`config.mk`:
```
export PLATFORM = sky130hd
export DESIGN_NAME = cast_credit_tx
export DESIGN_NICKNAME = d
export VERILOG_FILES = /design/src/rtl/cast_credit_tx_pkg.sv /design/src/rtl/cast_credit_tx_credit_counter.sv /design/src/rtl/cast_credit_tx.sv
export SDC_FILE = /design/constraint.sdc
export NUM_CORES = 1
export LEC_CHECK = 0
export BUFFER_PORTS_ARGS = -buffer_cell sky130_fd_sc_hd__buf_2
export CAP_MARGIN = 5
export CORE_MARGIN = 3
export CORE_UTILIZATION = 46
export CTS_CLUSTER_SIZE = 14
export DETAILED_ROUTE_END_ITERATION = 7
export GPL_ROUTABILITY_DRIVEN = 0
export PLACE_DENSITY = 0.83
export SYNTH_ARGS = -nofsm -noshare
export SYNTH_HDL_FRONTEND = slang
export SYNTH_SLANG_ARGS = --single-unit
export TNS_END_PERCENT = 5
```
`constraint.sdc`:
```
create_clock -name clk -period 4.1 [get_ports clk]
set_input_delay 0 -clock clk [delete_from_list [all_inputs] [get_ports clk]]
set_output_delay 0 -clock clk [all_outputs]
set_load 0.01 [all_outputs]
```
`src/rtl/cast_credit_tx_pkg.sv`:
```
// Shared constants and types for the cast credit transmitter.
// Flit layout: [DW-1:DW-2] flit type, [DW-3:0] payload.
package cast_credit_tx_pkg;

  localparam int DW               = 18;      // flit width
  localparam int PW               = DW - 2;  // payload width
  localparam int PKT_LEN_DEF      = 4;       // flits per packet incl. HEAD and TAIL
  localparam int BUFFER_ALLOC     = 4;       // receiver FIFO depth
  localparam int BUFFER_ALLOC_LOG = 2;
  localparam int SID_W            = 10;      // header stream-id field width

  typedef enum logic [1:0] {
    FLIT_HEAD = 2'b01,
    FLIT_BODY = 2'b10,
    FLIT_TAIL = 2'b11
  } flit_type_e;

  typedef enum logic [1:0] {
    S_IDLE  = 2'b00,
    S_HEAD  = 2'b01,
    S_PAYLD = 2'b10
  } tx_state_e;

endpackage

```
`src/rtl/cast_credit_tx_credit_counter.sv`:
```
// Credit counter for the cast transmitter.
// Ports:
//   clk, rstn  clock, asynchronous active-low reset
//   inc        one credit returned by the receiver
//   dec        one credit spent on a flit send
//   cnt        current credit count (resets to CREDITS)
//   nz         cnt != 0
//   err        sticky: a credit came back while already at CREDITS
module credit_counter #(
  parameter int CRD_W   = 3,
  parameter int CREDITS = 4
) (
  input  logic             clk,
  input  logic             rstn,
  input  logic             inc,
  input  logic             dec,
  output logic [CRD_W-1:0] cnt,
  output logic             nz,
  output logic             err
);

  localparam logic [CRD_W-1:0] MAX_CRD = CRD_W'(CREDITS);

  logic [CRD_W-1:0] r_cnt;
  logic             r_err;
  logic             w_sat;

  // A lone return at full count is a protocol error: hold the count, flag it.
  assign w_sat = inc & ~dec & (r_cnt == MAX_CRD);

  always_ff @(posedge clk or negedge rstn) begin
    if (!rstn) begin
      r_cnt <= MAX_CRD;
      r_err <= 1'b0;
    end else begin
      if (w_sat) begin
        r_err <= 1'b1;
      end else if (inc & ~dec) begin
        r_cnt <= r_cnt + CRD_W'(1);
      end else if (dec & ~inc) begin
        r_cnt <= r_cnt - CRD_W'(1);
      end
    end
  end

  assign cnt = r_cnt;
  assign nz  = (r_cnt != '0);
  assign err = r_err;

endmodule

```
`src/rtl/cast_credit_tx.sv`:
```
// Credit-based packet transmitter on the cast network. Wraps upstream payload
// words into packets of PKT_LEN flits (HEAD, BODY..., TAIL) and sends a flit
// only while a receiver FIFO credit is held.
// Ports:
//   clk, rstn     clock, asynchronous active-low reset
//   valid_i       upstream payload word valid
//   data_i        upstream payload word
//   ready_o       payload word accepted this cycle
//   valid_o_cast  flit valid toward receiver
//   data_o_cast   flit {type, payload}
//   ready_i_cast  receiver ready
//   credit_upd    one receiver FIFO slot freed (1-cycle pulse)
//   credit_cnt    current credit count
//   pkt_done      registered pulse the cycle after a TAIL handshake
//   credit_err    sticky credit overflow flag
module cast_credit_tx
  import cast_credit_tx_pkg::*;
#(
  parameter logic [SID_W-1:0] stream_id = 10'd0,
  parameter int               PKT_LEN   = PKT_LEN_DEF,
  parameter int               CREDITS   = BUFFER_ALLOC,
  parameter int               CRD_W     = BUFFER_ALLOC_LOG + 1
) (
  input  logic             clk,
  input  logic             rstn,
  input  logic             valid_i,
  input  logic [PW-1:0]    data_i,
  output logic             ready_o,
  output logic             valid_o_cast,
  output logic [DW-1:0]    data_o_cast,
  input  logic             ready_i_cast,
  input  logic             credit_upd,
  output logic [CRD_W-1:0] credit_cnt,
  output logic             pkt_done,
  output logic             credit_err
);

  localparam int FC_W = (PKT_LEN > 2) ? $clog2(PKT_LEN) : 1;
  localparam logic [PW-1:0] HEAD_PAYLOAD = {{(PW-SID_W){1'b0}}, stream_id};

  tx_state_e       r_state;
  tx_state_e       w_next_state;
  logic [FC_W-1:0] r_flit_cnt;
  logic [FC_W-1:0] w_next_flit_cnt;
  logic            r_pkt_done;
  logic            w_send;
  logic            w_tail_sent;
  logic            w_is_tail;
  logic            w_crd_nz;
  logic [1:0]      w_ftype;

  credit_counter #(
    .CRD_W   (CRD_W),
    .CREDITS (CREDITS)
  ) u_credit_counter (
    .clk  (clk),
    .rstn (rstn),
    .inc  (credit_upd),
    .dec  (w_send),
    .cnt  (credit_cnt),
    .nz   (w_crd_nz),
    .err  (credit_err)
  );

  assign w_is_tail = (r_flit_cnt == FC_W'(PKT_LEN - 1));
  assign w_ftype   = w_is_tail ? FLIT_TAIL : FLIT_BODY;

  always_ff @(posedge clk or negedge rstn) begin
    if (!rstn) begin
      r_state    <= S_IDLE;
      r_flit_cnt <= '0;
      r_pkt_done <= 1'b0;
    end else begin
      r_state    <= w_next_state;
      r_flit_cnt <= w_next_flit_cnt;
      r_pkt_done <= w_tail_sent;
    end
  end

  always_comb begin
    w_next_state    = r_state;
    w_next_flit_cnt = r_flit_cnt;
    valid_o_cast    = 1'b0;
    ready_o         = 1'b0;
    w_send          = 1'b0;
    w_tail_sent     = 1'b0;
    data_o_cast     = {FLIT_HEAD, HEAD_PAYLOAD};
    case (r_state)
      S_IDLE: begin
        // The pending word only opens the packet; it is consumed in PAYLD.
        if (valid_i) w_next_state = S_HEAD;
      end
      S_HEAD: begin
        valid_o_cast = w_crd_nz;
        w_send       = w_crd_nz & ready_i_cast;
        if (w_send) begin
          w_next_state    = S_PAYLD;
          w_next_flit_cnt = FC_W'(1);
        end
      end
      S_PAYLD: begin
        // Payload passes straight through; the word is accepted exactly
        // when its flit is handshaked.
        valid_o_cast = valid_i & w_crd_nz;
        w_send       = valid_o_cast & ready_i_cast;
        ready_o      = w_send;
        data_o_cast  = {w_ftype, data_i};
        if (w_send) begin
          if (w_is_tail) begin
            w_next_flit_cnt = '0;
            w_tail_sent     = 1'b1;
            w_next_state    = valid_i ? S_HEAD : S_IDLE;
          end else begin
            w_next_flit_cnt = r_flit_cnt + FC_W'(1);
          end
        end
      end
      default: w_next_state = S_IDLE;
    endcase
  end

  assign pkt_done = r_pkt_done;

endmodule

```
# Yosys cells after proc, flatten, opt, wreduce, memory -nomap -nowiden
# Index checks and enable logic that the tools add are counted.
# Widths: inputs -> output; s select.
classes:
  n_addsub: 3
  n_eq_ne: 8
  muxes: 20
  bitwise_logic: 9
  reduce_logical: 7
op_table:
  columns: ["operator", "count"]
  rows:
  - ["$mux 18", 1]
  - ["$mux 2", 7]
  - ["$ne 2x2->1 const B", 4]
  - ["$and 1x1->1", 6]
  - ["$mux 1", 6]
  - ["$mux 3", 2]
  - ["$pmux 2 s3", 1]
  - ["$eq 2x2->1 const B", 2]
  - ["$pmux 1 s2", 2]
  - ["$pmux 2 s2", 1]
  - ["$reduce_and 4->1", 1]
  - ["$reduce_bool 2->1", 2]
  - ["$add 3x1->3 const B", 1]
  - ["$eq 3x3->1 const B", 1]
  - ["$not 1->1", 3]
  - ["$reduce_and 3->1", 1]
  - ["$reduce_bool 3->1", 1]
  - ["$sub 3x1->3 const B", 1]
  - ["$add 2x1->2 const B", 1]
  - ["$eq 2x1->1 const B", 1]
  - ["$logic_not 2->1", 1]
  - ["$reduce_and 2->1", 1]
totals:
  reg_bits: 9
  out_inout_bits: 25
  elab_cells: 52

# Depth between registers and ports, before layout
depth:
  ltp_word: 9
  ltp_mapped: 10
  mapped_depth_nobuf: 9

# Cells and area by module
# A second synthesis with hierarchy kept.
unflattened:
  cells_unflattened: 82
  hier_area_um2: 750.7
by_module_without_submodules:
  columns: ["mod", "n_inst", "cells_each", "area_per_inst_um2", "seq_area_each_um2"]
  rows:
  - ["cast_credit_tx", 1, 59, 499.2, 125.1]
  - ["credit_counter", 1, 23, 251.5, 101.3]

# Least setup slack after synthesis
# OpenSTA, ideal clock, no wires.
synth_path:
  path_type: "reg2reg"
  from: "register r_state[0]"
  to: "register u_credit_counter.r_cnt[2], in the netlist u_credit_counter.cnt[2]"
  arrival_time_ns: 2.250
  required_time_ns: 4.019
  path_slack_ns: 1.769
  stages_incl_launch_ff: 11
  path_buffers: 1
  path_cell_list: "dfrtp_1 > inv_1 > ha_1 > buf_6 > a21o_4 > nand3_4 > nand2_1 > fa_1 > or2_2 > o41a_1 > o211ai_1"
synth_between:
  elab_chain_len: 7
synth_lines:
  columns: ["element", "line_no", "text"]
  rows:
  - ["start, declared", "cast_credit_tx.sv:41", "tx_state_e r_state;"]
  - ["start signal, assigned", "cast_credit_tx.sv:74", "r_state <= w_next_state;"]
  - ["$eq 2x2->1 / $eq 2x1->1 (equally long branches)", "cast_credit_tx.sv:88", "case (r_state)"]
  - ["$pmux 1 s2 *", "cast_credit_tx.sv:88", null]
  - ["$not 1->1", "cast_credit_tx_credit_counter.sv:29, cast_credit_tx_credit_counter.sv:38", null]
  - ["$and 1x1->1", "cast_credit_tx_credit_counter.sv:29, cast_credit_tx_credit_counter.sv:38", null]
  - ["$and 1x1->1", "cast_credit_tx_credit_counter.sv:29", "assign w_sat = inc & ~dec & (r_cnt == MAX_CRD);"]
  - ["$not 1->1 (no line)", null, null]
  - ["$reduce_and 2->1 (no line)", null, null]
  - ["end signal, assigned", "cast_credit_tx_credit_counter.sv:39", "r_cnt <= r_cnt + CRD_W'(1);"]
  - ["end signal, assigned", "cast_credit_tx_credit_counter.sv:41", "r_cnt <= r_cnt - CRD_W'(1);"]
  - ["end, declared", "cast_credit_tx_credit_counter.sv:24", "logic [CRD_W-1:0] r_cnt;"]
# Every way passes the cells marked *; elsewhere a longest branch is shown, timed or not.
# A chain may end at the register's enable or synchronous reset.

# Worst setup path in the final report
# Same ends and word-level chain as after synthesis.

==> metrics.txt <==
antenna violations before repair 0; post_cts resized 0; Core Area 1594 um^2; Hold Buf Count CTS 1; Worst Path Required ~4.3 ns; WS Path Type reg2reg; Fin Hold WS between 0.09 and 0.1 ns; fillers around 150; Synth Flop Type dfrtp_1; worst IR drop on VDD around 0.40 mV; DR WL/cell roughly 12 um; io pins between 40 and 50; Iteration-0 DRC Markers 18; DIE HEIGHT roughly 48 um; Vias approximately 800; post-synthesis xor/xnor area fraction 0.01072; Worst Reg-to-Reg Cells 9; LEAKAGE around 0.55 nW; RSZ-0062 raised after global routing false; first-pass GRT wire length slightly above 3000 um; slowest stage cell, crit path ha_1; syn avg cell area 8.692 um^2; First-pass DRT Iterations 4; Final Skew about 0.011 ns; Post-Synthesis Cell Area roughly 820 um^2; Synth Instances 94; top post-synthesis cells by count and2_1 (16), dfrtp_1 (8), nand2_1 (7); Hold Crit Depth 3; setup repair bufs after CTS 0; largest net degree at the start of global routing 30; max-slew violation count 0; number of diodes 0; Critical Path Max Stage Delay roughly 0.45 ns; Arrival @ worst endpoint ~2.8 ns; Mapped Nets 121; Tcrit/Tclk final 0.6358; top-count cell post-synth and2_1; CTS Root Cell clkbuf_4; CTS tree yes; die span in x approximately 48 um; largest family of logic cells by synthesized area simple AND/OR/NAND/NOR gates; path category of the worst min-delay check in2reg; Clock Pin Slew Worst Setup and Hold Paths roughly 0.07 ns; Avg Vias per Cell roughly 5; clk_lat worst skew approximately 0.26 ns; PortBufs 45; Synth Area in Compound Gates 0.2251; FF+latch count, synth 9; maximum buffer depth of the clock tree 2; final WL roughly 1900 um; Worst setup EP type register; Die Area between 2000 and 2500 um^2; status completed; post-synth top area share 0.2450; post-synthesis sequential area ratio 0.2772; remaining antenna violation count 0; multiplexer area fraction after synthesis 0.01378; Num Clock Sinks 9; Worst slew margin 0.5161; crit-path cells inv_1 > ha_1 > a21o_4 > nand3_4 > nand2_1 > fa_1 > or2_2 > o41a_1 > o211ai_1; vias in the first global route a little over 700; count of unique library cells instantiated by Yosys 35; Max Cap Violations 0; TNS Setup 0 ns; Area Growth Syn to Fin 31.55%; Tot GR Track Use 0.1873; Tightest Pin Transition 0.7258 ns; Design Power between 0.6 and 0.7 mW; DR DRC count 0; worst-path maximum fanout 29; final hold vios 0; Nets approximately 170; share of layout cells above drive strength 1 0.4173; final setup vio count 0; Initial Util 0.5126; EDFF count, synth 0; simple-gate share of the synthesized area 0.3078; Core Rows 14; DP HPWL 1574 um; ys async rst share 1.000; YS warnings 0; ranking of synthesized cells by area dfrtp_1 (25%), and2_1 (12%), ha_1 (7.7%); Critical Path Source Type register; area leader, netlist dfrtp_1; CTS buffer count 3; minimum clock period 2.607 ns; global route overflow 0; worst slack, placed approximately 1.5 ns; pwr/cell area between 600 and 700 nW/um^2; FMAX around 380 MHz; adder-cell share of the synthesized area 0.1011; Setup WS post-layout roughly 1.5 ns; htree depth 1
## critical path: cells and delay by family (launching register included)
kind,cells,cell delay (ns)
AOI/OAI and AO/OA,3,0.71
and+or+nand+nor,3,0.49
adders and majority gates,2,0.86
buffers and inverters,1,0.07
DFF,1,0.39
## stage by stage
step	instance area [um^2]	instances	util
2_1_floorplan	817.0	94	-
3_3_place_gp	1039	158	0.6515
4_1_cts	1075	163	0.6743
5_1_grt	1075	163	0.6743
6_report	1075	163	0.6743
3_5_place_dp	1039	158	0.6515
## flip-flops by register name, summed over array words and instances, names as in the netlist
register              cells
u_credit_counter.cnt      3
r_flit_cnt                2
r_state                   2
pkt_done                  1
u_credit_counter.err      1
## worst paths after layout
| kind | start | to | slack, ns |
|---|---|---|---|
| max reg2reg | r_state[0]$_DFFE_PN0P_ | u_credit_counter.cnt[2]$_DFFE_PN1P_ | 1.49 |
| max | r_state[0]$_DFFE_PN0P_ | u_credit_counter.cnt[2]$_DFFE_PN1P_ | 1.49 |
| max in group asynchronous | rstn | u_credit_counter.cnt[2]$_DFFE_PN1P_ | 3.74 |
| min reg2reg | u_credit_counter.err$_DFFE_PN0P_ | u_credit_counter.err$_DFFE_PN0P_ | 0.49 |
| min | valid_i | pkt_done$_DFF_PN0_ | 0.09 |
| min in group asynchronous | rstn | r_flit_cnt[1]$_DFFE_PN0P_ | 0.12 |
## cell type report
class,count,area [um^2],area share
sequential,9,226.5,0.2107
inverter,5,18.77,0.01746
multi-input combinational,75,538.0,0.5006
timing repair buffer,46,235.2,0.2189
tap,24,30.03,0.02794
clock buffer,4,26.28,0.02445
## logic make-up after synthesis
kind of cell	Yosys count
muxes	1
xor gates and xnor gates	1
and+or+nand+nor	43
buffers and inverters	10
DFF	9
adders and majority gates	6
AOI/OAI and AO/OA	24
## cells in the final DEF, fill, tap and decap left out
| cell | synthesis | layout |
|---|---|---|
| buf_2 | 0 | 45 |
| and2_1 | 16 | 16 |
| dfrtp_1 | 8 | 8 |
| nand2_1 | 7 | 7 |
| nor2_1 | 6 | 6 |
| a21oi_1 | 6 | 6 |
| inv_1 | 5 | 5 |
| ha_1 | 5 | 5 |
| nand3_1 | 4 | 4 |
| o21ai_0 | 4 | 4 |
| o211ai_1 | 3 | 3 |
| clkbuf_4 | 0 | 3 |
| a211o_1 | 2 | 2 |
| o21bai_1 | 2 | 2 |
| o31a_4 | 1 | 1 |
| and3_2 | 1 | 1 |
| or2b_2 | 1 | 1 |
| a21o_4 | 1 | 1 |
| nand3_4 | 1 | 1 |
| or2_2 | 1 | 1 |
| o41a_1 | 1 | 1 |
| a21oi_2 | 1 | 1 |
| nor3_1 | 1 | 1 |
| nor2b_1 | 1 | 1 |
| mux2_2 | 1 | 1 |
| xor2_1 | 1 | 1 |
| and4_1 | 1 | 1 |
| nor3b_1 | 1 | 1 |
| nor4b_1 | 1 | 1 |
| o221a_2 | 1 | 1 |
| nand2b_1 | 1 | 1 |
| a31oi_1 | 1 | 1 |
| a22o_1 | 1 | 1 |
| fa_1 | 1 | 1 |
| clkbuf_1 | 3 | 1 |
| dlygate4sd3_1 | 0 | 1 |
| dfstp_2 | 1 | 1 |
## report_power, final
part / switching (mW) / internal (mW)
Combinational: 0.234 / 0.204
Sequential: 0.0525 / 0.130
Clock: 0.0317 / 0.0375
Total: 0.318 / 0.371
## layer usage
layer	track usage	vias to the layer above	wire length, um
met3	0.04428	2	130
li1	-	420	-
met4	0.04839	0	5
met5	0	-	0
met1	0.2280	365	835
met2	0.3281	29	974
Power figures use the tool's default switching activity.
